[config.mk]
export PLATFORM = sky130hd
export DESIGN_NAME = cpu_regfile_sync_nr1w
export DESIGN_NICKNAME = d
export VERILOG_FILES = /design/src/rtl/cpu_regfile_sync_nr1w.sv
export SDC_FILE = /design/constraint.sdc
export NUM_CORES = 1
export LEC_CHECK = 0
export CORE_ASPECT_RATIO = 0.8
export CORE_MARGIN = 1
export CORE_UTILIZATION = 35
export DETAILED_ROUTE_END_ITERATION = 7
export RECOVER_POWER = 25
export SLEW_MARGIN = 40
export SYNTH_ARGS = -nofsm -noshare
export SYNTH_HDL_FRONTEND = slang
export SYNTH_SLANG_ARGS = --single-unit
[constraint.sdc]
create_clock -name i_clk -period 3.85 [get_ports i_clk]
set_clock_uncertainty 0.2 [all_clocks]
set_input_delay 0.9625 -clock i_clk [delete_from_list [all_inputs] [get_ports i_clk]]
set_output_delay 0.9625 -clock i_clk [all_outputs]
set_load 0.1 [all_outputs]
[src/rtl/cpu_regfile_sync_nr1w.sv]
// cpu_regfile_sync_nr1w: integer register file for the AsteRISC core.
// N registered read ports, one write port, x0 hard-wired to zero.
// After every reset a clear sequencer zeroes x1..x(NREG-1) while o_busy is high.
// Optional compile-time feature: define REGFILE_BYPASS_EN for write-first
// forwarding of a same-cycle write to a read port. Otherwise reads are read-first.
module cpu_regfile_sync_nr1w #(
    parameter int p_half_regfile = 0,
    parameter int p_xlen         = 32,
    parameter int p_nb_rd_ports  = 2
) (
    input  logic                              i_clk,
    input  logic                              i_rst,
    output logic                              o_busy,
    output logic                              o_addr_oob,
    input  logic [p_nb_rd_ports-1:0]          i_rd_en,
    input  logic [5*p_nb_rd_ports-1:0]        i_rd_addr,
    output logic [p_xlen*p_nb_rd_ports-1:0]   o_rd_data,
    input  logic                              i_wr_en,
    input  logic [4:0]                        i_wr_addr,
    input  logic [p_xlen-1:0]                 i_wr_data
);

    localparam bit           HALF     = (p_half_regfile != 0);
    localparam int           NREG     = HALF ? 16 : 32;
    localparam int           AW       = HALF ? 4 : 5;
    localparam logic [4:0]   LAST_IDX = 5'(NREG - 1);

    typedef enum logic {
        CLEAR,
        READY
    } state_t;

    state_t      state_q, state_d;
    logic [4:0]  clr_idx_q, clr_idx_d;

    logic [p_xlen-1:0] regs [NREG];

    logic              wr_oob;
    logic              wr_ok;
    logic              clr_we;
    logic [4:0]        rd_addr [p_nb_rd_ports];
    logic [p_nb_rd_ports-1:0] rd_oob;
    logic [p_xlen-1:0] rd_next [p_nb_rd_ports];

    // Clear sequencer next state: walk clr_idx up to the last register, then go READY.
    always_comb begin
        // NOTE: every always_comb output gets a default first, so no path leaves it unassigned and no latch is inferred.
        state_d   = state_q;
        clr_idx_d = clr_idx_q;
        if (state_q == CLEAR) begin
            clr_idx_d = clr_idx_q + 5'd1;
            if (clr_idx_q == LAST_IDX) begin
                state_d = READY;
            end
        end
    end

    // Sequencer state register; reset restarts the clear at x1.
    always_ff @(posedge i_clk) begin
        // NOTE: sequential state uses non-blocking assignments so all flops update together at the edge.
        if (i_rst) begin
            state_q   <= CLEAR;
            clr_idx_q <= 5'd1;
        end else begin
            state_q   <= state_d;
            clr_idx_q <= clr_idx_d;
        end
    end

    assign o_busy = (state_q == CLEAR);

    // Write qualification: address bit 4 is only out of range in the half-size file.
    assign wr_oob = HALF && i_wr_en && i_wr_addr[4];
    assign wr_ok  = i_wr_en && (i_wr_addr != 5'd0) && !wr_oob
                    && (state_q == READY) && !i_rst;
    assign clr_we = (state_q == CLEAR) && !i_rst;

    // Storage: the sequencer zeroes one register per cycle, otherwise the write port updates it.
    always_ff @(posedge i_clk) begin
        // NOTE: the array has no reset branch; the clear sequencer initialises it, keeping it mappable to RAM.
        if (clr_we) begin
            regs[clr_idx_q[AW-1:0]] <= '0;
        end else if (wr_ok) begin
            regs[i_wr_addr[AW-1:0]] <= i_wr_data;
        end
    end

    // Per-port read value: zero for x0, out-of-range or while clearing, else stored or forwarded data.
    always_comb begin
        rd_oob = '0;
        for (int k = 0; k < p_nb_rd_ports; k++) begin
            rd_addr[k] = i_rd_addr[5*k +: 5];
            rd_next[k] = '0;
            rd_oob[k]  = HALF && i_rd_en[k] && rd_addr[k][4];
            if ((state_q == READY) && (rd_addr[k] != 5'd0) && !(HALF && rd_addr[k][4])) begin
                rd_next[k] = regs[rd_addr[k][AW-1:0]];
`ifdef REGFILE_BYPASS_EN
                if (wr_ok && (i_wr_addr == rd_addr[k])) begin
                    rd_next[k] = i_wr_data;
                end
`endif
            end
        end
    end

    // Output registers: enabled ports load, disabled ports hold; OOB flag pulses for one cycle.
    always_ff @(posedge i_clk) begin
        if (i_rst) begin
            o_rd_data  <= '0;
            o_addr_oob <= 1'b0;
        end else begin
            o_addr_oob <= (|rd_oob) || wr_oob;
            for (int k = 0; k < p_nb_rd_ports; k++) begin
                if (i_rd_en[k]) begin
                    o_rd_data[k*p_xlen +: p_xlen] <= rd_next[k];
                end
            end
        end
    end

endmodule

* Word level (Yosys, flattened, before mapping) *
Memories as Yosys holds them, arrays and structs flattened.
Cells that the tools add are included.
Widths: inputs -> output; s select.

word-level totals
  logic and storage cells = 31
  memory bits (writable) = 1,024
  register bits = 70
  output and inout port bits = 66
  input port bits = 52
  memories = 1

cells by class
  add/subtract/negate cells = 1
  equality and inequality tests = 1
  bitwise logic cells = 1
  reduce and logical (&&, ||, !) cells = 11
  multiplexer cells = 12

memory list
  name  words  bits a word  read ports  clocked after memory_dff  write ports  line  source
  regs  32     32           2           0                         1            36    logic [p_xlen-1:0] regs [NREG];

operator list
  operator             count
  $mux 32              3
  $reduce_or 32->1     1
  $reduce_bool 5->1    3
  $mux 1               8
  $logic_and 1x1->1    6
  $add 5x1->5 const B  1
  $eq 5x5->1 const B   1
  $mux 5               1
  $logic_not 1->1      1
  $not 1->1            1

* Depth between registers and ports, before layout *
Gate-level depths: netlist of the first run.

  word-level depth = 9
  mapped depth = 10
  mapped depth without buffers = 5

* Worst setup path before layout of the first run *
OpenSTA, ideal clock, no wires.

  path type = input to register
  from = in i_wr_addr[1]
  to = mem regs[18][0] (enable)
  path buffers = 0
  stages = 5
  setup slack = -230 ps
  required time = 3,229 ps
  setup time = 421 ps
  arrival = 3,458 ps
  cells stage by stage = or4_1 o21a_1 nor3b_1 a31oi_2 nor2_1

on the way
  word-level cells in the longest chain between the ends = 9
  elaborated cells between the ends (all ways) = 10
  those cells by class = 5 x mux; 5 x reduce/logical

RTL lines
  item                                               line  source
  start: declaration                                 19    input logic [4:0] i_wr_addr,
  $reduce_bool 5->1                                  74    assign wr_ok = i_wr_en && (i_wr_addr != 5'd0) && !wr_oob
  $logic_and 1x1->1                                  74
  $logic_and 1x1->1 (2 in a row)                     75    && (state_q == READY) && !i_rst;
  $mux 1                                             83    end else if (wr_ok) begin
  $mux 1                                             81    if (clr_we) begin
  $mux 1 (not written as such)                       84    regs[i_wr_addr[AW-1:0]] <= i_wr_data;
  $reduce_or 32->1 (no line)                         -
  $mux 5 (no line) / $mux 1 (equally long branches)  -
  end: declaration                                   36

Parallel ways exist; a longest one is shown, timed or not.

* Worst setup path after layout of the first run *
  from = in i_wr_addr[1]
  to = mem regs[23][5] (enable)

Same word-level chain as after synthesis.

==> run_results.csv, run 1 <==
group,metric,value,unit
layout,stdcell_count,4933,
global_route,grt_pass1_vias,29500,
global_route,grt_pass1_wl,232000,um
route,drt-vias-per-instance,6.16,
setup_path,critPathLaunchType,"input pin",
cts,clkTransAtPathRegs,0.06,ns
power,p_sw_share,22.4,%
placement,dp_hpwl,108000,um
hold_path,min_from,"o_rd_data[50]",
cts,cts_tree,"yes",
layout,post-route-cell-area,59200,um^2
setup_path,critical_path_class,"input pin to register",
die,die_x,423,um
route,drc,28,
global_route,grt_max_degree,53,
placement,gp_congestion,0.850,
power,switchingPower,5870,uW
setup_path,rr_startpoint,"state_q",
cts,cts_setup_buffers,0,
placement,dp_slack,-0.259,ns
hold_path,hold_class,"register to register",
layout,syn2layout_area_growth,19.1,%
setup_path,cpMostUsedCell,"buf_4",
power,power_density,442,nW/um^2
cts,insertion_delay,0.74,ns
cts,cts_buffers,108,
power,peakVddDrop,364,uV
setup_path,worstPathCellList,"clkdlybuf4s50_1 -> or4_1 -> o21a_1 -> buf_4 -> nor3b_1 -> a31oi_4 -> nor2_4 -> buf_4",
power,p_clk_share,43.1,%
logic_synthesis,ys_async_sr_fraction,0,%
die,start_util,35.3,%
logic_synthesis,ys_ff_latch,1094,
status,violations,"design-rule violations",
logic_synthesis,ys_seq_area_share,64.7,%
layout,nets,3017,
cts,clk_path_buf_depth,3,
setup_path,end_kind,"register",
route,wl_per_cell,33.7,um
die,ios,118,
logic_synthesis,synth_cells,2674,
logic_synthesis,yosys_warnings,0,
timing,max_slew_margin,4.71,%
cts,cts-resized-gates,0,
power,share_comb_of_total_power,7.1,%
placement,post_dp_cell_area,55700,um^2
layout,drive_above_1_share,28.9,%
timing,timing.final.crit_share,93.0,%
setup_path,path_delay_family,"simple AND/OR/NAND/NOR gates",
route,vias,30400,
cts,postCtsHoldBufs,0,
setup_path,arrival,3.78,ns
logic_synthesis,avgSynthCellArea,18.6,um^2
route,wirelength,166000,um
global_route,antenna_found_initial,4,
placement,port_buffers,116,
placement,dp_cells,4728,
timing,fin_crit,3.58,ns
layout,final_common_cell,"edfxtp_1",
setup_path,worst-path-buf-inv,3,
timing,finalWorstSetupSlack,0.268,ns
setup_path,path_max_fanout,13,
timing,rsz0062_at_grt,"false",
timing,finalSetupTns,0,ns
route,ant_nets,0,
cts,cts_root_buffer,"clkbuf_16",
timing,hold_viol,0,
cts,ctsHtreeMaxLevel,3,
power,seqPwrFrac,49.7,%
cts,cts.sink_count,1094,
timing,timing.hold.ws,0.270,ns
setup_path,critPathRequiredTime,4.05,ns
timing,drv_slew,0,
global_route,grt_use_total,22.8,%
timing,clock.fmax,0.279,GHz
setup_path,max_stage_delay,0.57,ns
power,power.internal,20300,uW
die,fp.dieH,339,um
setup_path,critPathLaunch,"i_wr_addr[1]",
logic_synthesis,synth_fp_nets,2728,
die,die_area,144000,um^2
logic_synthesis,synth_area,49700,um^2
timing,report.final.setup_viol,0,
status,status,"finished with violations",
route,dr.pass1.iters,8,
timing,worst_pin_slew,1.44,ns
global_route,grt_overflow,0,
logic_synthesis,synth_edf_count,1024,
route,drt_first_iter_violations,4140,
logic_synthesis,ys.flop_type,"edfxtp_1",
die,core,141000,um^2
die,rows,123,
run,maxCapViolCount,0,
layout,layout_common_cells,"edfxtp_1 (1,024), mux4_2 (378), mux2i_1 (339)",
setup_path,slowest_stage,"or4_1",
power,p_leak,0.0183,uW
logic_synthesis,ys_types,56,
[layout make-up]
type | count | area (um^2)
multi-input combinational | 1361 | 16800
clock buffer | 140 | 2940
timing repair buffer | 392 | 4150
clock inverter | 63 | 821
sequential | 1094 | 32200
fill | 12300 | 81600
inverter | 6 | 22.5
antenna | 2 | 5.00
tap | 1875 | 2350
[final timing paths]
| kind | cells after the start | slack [ns] | to |
|---|---|---|---|
| setup / recovery | 8 | 0.27 | regs[23][5] |
| hold / removal | 1 | 0.27 | o_rd_data[50] |
| setup reg to reg | 6 | 0.64 | regs[2][27] |
| hold reg to reg | 1 | 0.27 | o_rd_data[50] |
[metrics by stage]
stage                     total power [uW]  utilization (%)
after floorplan                      14300                -
after global placement               15100             39.6
after detailed placement             15100             39.6
after CTS                            26300             42.3
after global routing                 26800             42.0
final                                26100             42.0
[metal layers]
layer  part of all wire [%]  vias to the layer above  wire length (um)  track usage, %
met4                    2.4                        0              3920            5.59
li1                       -                    12100                 -               -
met1                     43                    16300             71200            34.0
met3                    9.6                      204             16000            4.22
met5                      0                        -                 0               0
met2                     45                     1826             75000            34.4
[synthesized netlist by cell type, types with 2 or more instances]
| cell type | number | area (um^2) |
|---|---|---|
| o21bai_1 | 31 | 233 |
| a221oi_1 | 69 | 604 |
| nor2_1 | 51 | 191 |
| mux2i_1 | 339 | 3390 |
| inv_1 | 6 | 22.5 |
| nand2_1 | 41 | 154 |
| nand3b_1 | 3 | 22.5 |
| buf_6 | 17 | 191 |
| nor3_1 | 5 | 25.0 |
| ha_1 | 2 | 25.0 |
| a211o_1 | 32 | 280 |
| or3b_2 | 2 | 17.5 |
| o31ai_1 | 2 | 15.0 |
| mux2_2 | 4 | 45.0 |
| clkbuf_1 | 100 | 375 |
| nand4_1 | 6 | 37.5 |
| a31oi_2 | 3 | 37.5 |
| mux4_1 | 2 | 52.6 |
| o22a_1 | 5 | 43.8 |
| nand3_1 | 7 | 35.0 |
| a21o_1 | 2 | 15.0 |
| a21oi_1 | 57 | 285 |
| and3_1 | 3 | 18.8 |
| nor2b_1 | 7 | 43.8 |
| a2111oi_2 | 3 | 45.0 |
| buf_1 | 8 | 30.0 |
| nor3b_1 | 2 | 15.0 |
| nand2b_1 | 3 | 18.8 |
| buf_2 | 59 | 295 |
| buf_4 | 28 | 210 |
| a32o_1 | 18 | 180 |
| o21ai_0 | 13 | 65.1 |
| and2_1 | 33 | 206 |
| o221ai_1 | 26 | 228 |
| a22oi_1 | 62 | 465 |
| dfxtp_1 | 70 | 1400 |
| or4_1 | 3 | 22.5 |
| o22ai_1 | 62 | 388 |
| a22o_1 | 31 | 272 |
| edfxtp_1 | 1024 | 30700 |
| mux4_2 | 378 | 8510 |
| a211oi_1 | 41 | 308 |
[sequential cells by signal, summed over array words and instances, names as in the netlist]
name	cells
state_q	1
clr_idx_q	5
o_rd_data	64
regs	1024
[worst reg2reg max path: cells and delay by family (launching register included)]
family | cells | cell delay [ns]
buffers and inverters | 3 | 1.14
AO/OA/AOI/OAI | 1 | 0.59
flip-flops | 1 | 0.57
AND/OR/NAND/NOR | 2 | 0.49
[kinds of logic (layout without fill, tap and decap cells)]
kind of cell	count (synthesis)	after routing	share of synthesized area (%)
flip-flops	1094	1094	64.7
adder cells (fa/ha/maj)	2	2	0.0503
AO/OA/AOI/OAI	463	463	7.08
AND/OR/NAND/NOR	170	170	1.69
buffers and inverters	219	601	2.30
multiplexers	723	723	24.2
XOR/XNOR	2	2	0.0352
other	1	3	0.00754
[power groups by stage]
stage               Sequential, uW  Clock [uW]  Combinational, uW
floorplan                    13200           0               1090
global placement             13300           0               1850
detailed placement           13300           0               1850
CTS                          13000       11400               1860
global route                 13000       11800               1940
finish                       13000       11300               1860
No activity file was read; power rests on OpenSTA's default activity.
==> run 2: changes to the inputs <==
- CORE_UTILIZATION: 35 -> 30
==> run 2 against run 1 <==
  * The run now ends clean
  * Power fell by 1.9%
  * Critical path depth did not move
  * Clock power fell by 5%
  * Sequential power barely moved
  * Global-route usage fell by 3.3 points
  * Sequential share of layout area fell by 0.20 points
  * Die area rose by 17%
  * Maximum frequency fell by 1.3%
  * Non-clock buffer count rose by 17
  * Critical endpoint is now o_rd_data[58]
==> run_results.csv, run 2 (synthesis gave the netlist of run 1 again) <==
group,metric,value,unit
status,status,"completed",
power,p_leak,0.0183,uW
die,die_x,457,um
setup_path,arrival,4.09,ns
route,ant_nets,0,
layout,drive_above_1_share,29.4,%
timing,rsz0062_at_grt,"false",
die,die_area,167000,um^2
layout,final_common_cell,"edfxtp_1",
layout,syn2layout_area_growth,19.5,%
cts,cts_tree,"yes",
cts,insertion_delay,0.73,ns
route,vias,30400,
cts,cts.sink_count,1094,
die,core,164000,um^2
placement,gp_congestion,0.846,
setup_path,critPathRequiredTime,4.31,ns
route,maxUsedRoutingLayer,"met5",
global_route,grt_use_total,19.5,%
timing,worst_pin_slew,1.35,ns
timing,fin_crit,3.63,ns
route,drc,0,
setup_path,path_delay_family,"buffers and inverters",
power,peakVddDrop,346,uV
die,start_util,30.2,%
timing,timing.final.crit_share,94.3,%
setup_path,slowest_stage,"dlygate4sd3_1",
global_route,grt_pass1_vias,29700,
placement,dp_hpwl,110000,um
layout,multi_input_area,16800,um^2
layout,stdcell_count,5228,
die,ios,118,
route,wirelength,167000,um
setup_path,cpMostUsedCell,"clkbuf_1",
layout,layout_common_cells,"edfxtp_1 (1,024), mux4_2 (378), mux2i_1 (339)",
route,drt_first_iter_violations,4293,
setup_path,max_stage_delay,0.56,ns
hold_path,hold_depth,1,
layout,seq_area,32200,um^2
setup_path,path_max_fanout,18,
power,power_density,432,nW/um^2
die,fp.dieH,366,um
layout,fillers,15100,
timing,clock.fmax,0.275,GHz
route,dr_wl_met3,19000,um
timing,drv_slew,0,
timing,hold_viol,0,
timing,timing.hold.ws,0.266,ns
route,dr.pass1.iters,7,
cts,postCtsHoldBufs,0,
route,wl_met1,70300,um
setup_path,end_kind,"register",
placement,post_dp_cell_area,56300,um^2
route,drt-vias-per-instance,5.82,
layout,largest_register_ffs,1024,
setup_path,critical_path_class,"input pin to register",
cts,cts_root_buffer,"clkbuf_16",
setup_path,critPathLaunchType,"input pin",
timing,max_slew_margin,10.3,%
route,wl_per_cell,31.9,um
layout,post-route-cell-area,59400,um^2
global_route,grt_pass1_wl,232000,um
global_route,grt_overflow,0,
hold_path,hold_class,"register to register",
cts,cts-resized-gates,0,
global_route,grt_max_degree,40,
setup_path,worst-path-buf-inv,4,
cts,ctsHtreeMaxLevel,3,
die,rows,133,
global_route,antenna_found_initial,4,
setup_path,r2r_cells,7,
setup_path,worstPathCellList,"dlygate4sd3_1 -> clkbuf_1 -> nor3_1 -> clkbuf_1 -> nand2_1 -> buf_12 -> o22ai_1 -> a211o_1",
layout,nets,3032,
run,maxCapViolCount,0,
timing,report.final.setup_viol,0,
cts,cts_setup_buffers,0,
cts,cts_buffers,106,
setup_path,regToRegSetupSlack,0.66,ns
cts,clk_path_buf_depth,3,
cts,clkTransAtPathRegs,0.06,ns
placement,dp_cells,5030,
route,wl_met2,73100,um
placement,port_buffers,116,
setup_path,cp.depth,8,
[run 2: cell count changes in the layout (fill, tap and decap cells not counted), sizes merged]
cell      previous run  this run
diode                2         1
clkbuf             224       216
bufinv              17        12
clkinv              35        42
buf                266       287
clkinvlp             4         2
inv                 13        11
[run 2: area by class of cell]
| cell class | instances | area share [%] |
|---|---|---|
| Clock buffer | 136 | 4.81 |
| Sequential cell | 1094 | 54.1 |
| Clock inverter | 61 | 1.11 |
| Inverter | 6 | 0.0379 |
| Multi-Input combinational cell | 1361 | 28.2 |
| Tap cell | 2160 | 4.55 |
| Antenna cell | 1 | 0.00421 |
| Timing Repair Buffer | 409 | 7.16 |
[run 2: path summary, 6_finish.rpt]
kind                                    start       endpoint
worst max-delay path                    i_rst  o_rd_data[58]
worst max register to register        state_q     regs[6][8]
worst min register to register  o_rd_data[40]  o_rd_data[40]
worst min-delay path            o_rd_data[40]  o_rd_data[40]
[run 2: routing by layer]
metal	vias to the layer above	track usage [%]
li1	12100	-
met1	16200	28.1
met2	1847	28.5
met3	244	5.68
met4	4	5.34
met5	-	0
[run 2: stage by stage]
| stage | TNS [ns] | total power, uW | utilization (%) | worst slack [ns] |
|---|---|---|---|---|
| 2_1_floorplan | -182.69 | 14300 | - | -0.230 |
| 3_3_place_gp | -168.28 | 15100 | 34.2 | -0.260 |
| 3_5_place_dp | -143.86 | 15100 | 34.2 | -0.258 |
| 4_1_cts | 0 | 25800 | 36.4 | 0.513 |
| 5_1_grt | 0 | 26300 | 36.1 | 0.210 |
| 6_report | 0 | 25600 | 36.1 | 0.220 |
[run 2: power by group]
part / leakage, uW / total (uW) / internal, uW / switching [uW]
clock network: 0.00174 / 10700 / 6060 / 4670
logic: 0.00794 / 1910 / 796 / 1120
registers: 0.00864 / 13000 / 12900 / 63.2
==> variant (config.mk and constraints of run 2) <==
Build with the macro `REGFILE_BYPASS_EN` defined.
--- a/src/rtl/cpu_regfile_sync_nr1w.sv
+++ b/src/rtl/cpu_regfile_sync_nr1w.sv
@@ -3,6 +3,8 @@
 // After every reset a clear sequencer zeroes x1..x(NREG-1) while o_busy is high.
 // Optional compile-time feature: define REGFILE_BYPASS_EN for write-first
 // forwarding of a same-cycle write to a read port. Otherwise reads are read-first.
+`define REGFILE_BYPASS_EN
+
 module cpu_regfile_sync_nr1w #(
     parameter int p_half_regfile = 0,
     parameter int p_xlen         = 32,
Behaviour: same outputs for any inputs over 4 cycles, from zero or initial values and one cycle with i_rst high; that may be too few to reach the edited logic, so the function may still have changed.
==> variant against run 2 <==
The flow now finishes with violations (max-capacitance violations, max-slew violations). Wire length is 6.9% lower. Via count is 4.7% lower. Non-clock buffer count decreased by 46. Register-to-register slack got worse by 90 ps. Sequential cell count did not move. Total power shrank 0.51%. Utilization decreased by 0.47 points. Design area is essentially flat. Setup slack better by 95 ps. Synthesized area is 1.2% higher. Die area is 1.2% higher. Largest cell class unchanged.
==> variant: results (changes against run 2) <==
- Status: finished with violations
- Failing checks: max-capacitance violations, max-slew violations
- Critical path's slowest cell: clkbuf_1
- Worst path arrival time: 3690 ps (-400 ps)
- Drt pass-1 iters: 8 (+1)
- GPL Wtd Cong: 0.876 (+3.5%)
- Syn avg cell area: 19.7 um^2 (+5.8%)
- Max-cap violations: 4 (+4)
- Post-Synth XOR/XNOR Area: 0.00209 (+0.00174)
- Pwr Density: 429 nW/um^2 (-0.57%)
- Slew of the pin with the lowest slew margin: 1620 ps (+263 ps)
- Setup Slack @ Placement: -106 ps (+152 ps)
- Placed instance area: 56,300 um^2 (+0.16%)
- Via count: 29,000 (-4.7%)
- Syn nets: 2,613 (-4.2%)
- Clk_lat worst skew: 710 ps (-20 ps)
- CP peak stage delay: 750 ps (+190 ps)
- Max FO, Critical Path: 16 (-2)
- Reg-to-reg slack, setup: 570 ps (-90 ps)
- Largest net degree at the start of global routing: 69 (+73%)
- Peak VDD IR: 0.304 mV (-12%)
- Beginning of the critical path: i_wr_en
- Final antenna diode count: 0 (-1)
- Cell count after placement: 4,948 (-1.6%)
- First-pass GRT wire length: 219 mm (-5.5%)
- Comb pwr share: 0.078 (+0.003)
- Fin crit period: 3540 ps (-95.2 ps)
- Post-synthesis sequential area ratio: 0.639 (-0.00780)
- Cell internal pwr: 19,800 uW (-0.22%)
- Reg2reg path depth: 5 (-2)
- Synth Area in Adders: 0.000497 (-0.00000607)
- Total CTS buffers: 102 (-3.8%)
- Share of cells above drive strength 1: 0.353 (+0.0595)
- Synth Area in Compound Gates: 0.0457 (-0.0251)
- Fill count: 15,400 (+1.9%)
- Netlist cell types: 44 (-21%)
- Commonest cells in the netlist: 1,024 x edfxtp_1, 574 x mux4_2, 231 x nand2_1
- Hold Startpoint: o_rd_data[31]$_SDFFE_PP0P_
- Routed len/inst: 30.3 um (-5.2%)
- Detailed placer's ending HPWL: 104 mm (-5.2%)
- Slew Limit Fails: 70 (+70)
- Fin nets: 2,862 (-5.6%)
- Top post-synthesis cells by area: edfxtp_1 61%, mux4_2 26%, dfxtp_1 2.8%
## variant: final cells by class
cell class                 instances  area, um^2  share of cell area
clock inverter                    61         679              0.0114
timing repair buffer             363        3720              0.0625
tap                             2244        2810              0.0472
clock buffer                     125        2720              0.0458
multi-input combinational       1240       17300               0.292
sequential                      1094       32200               0.541
inverter                           7        26.3            0.000442
## variant: worst min path at each step
stage	cells past startpoint	end	slack (ps)
finish	2	o_rd_data[31]$_SDFFE_PP0P_	300
global route	2	o_rd_data[12]$_SDFFE_PP0P_	320
CTS	2	o_rd_data[31]$_SDFFE_PP0P_	300
detailed placement	2	o_rd_data[31]$_SDFFE_PP0P_	290
global placement	2	o_rd_data[31]$_SDFFE_PP0P_	280
floorplan	2	clr_idx_q[0]$_SDFFE_PP1N_	360
## variant: layer usage
layer	part of all wire	routed length (um)	track usage	vias to the layer above
met5	0.00014	21	0	-
met4	0.032	4950	0.0535	4
met3	0.10	15900	0.0505	228
met2	0.45	70000	0.272	1511
met1	0.42	64600	0.258	15700
li1	-	-	-	11600
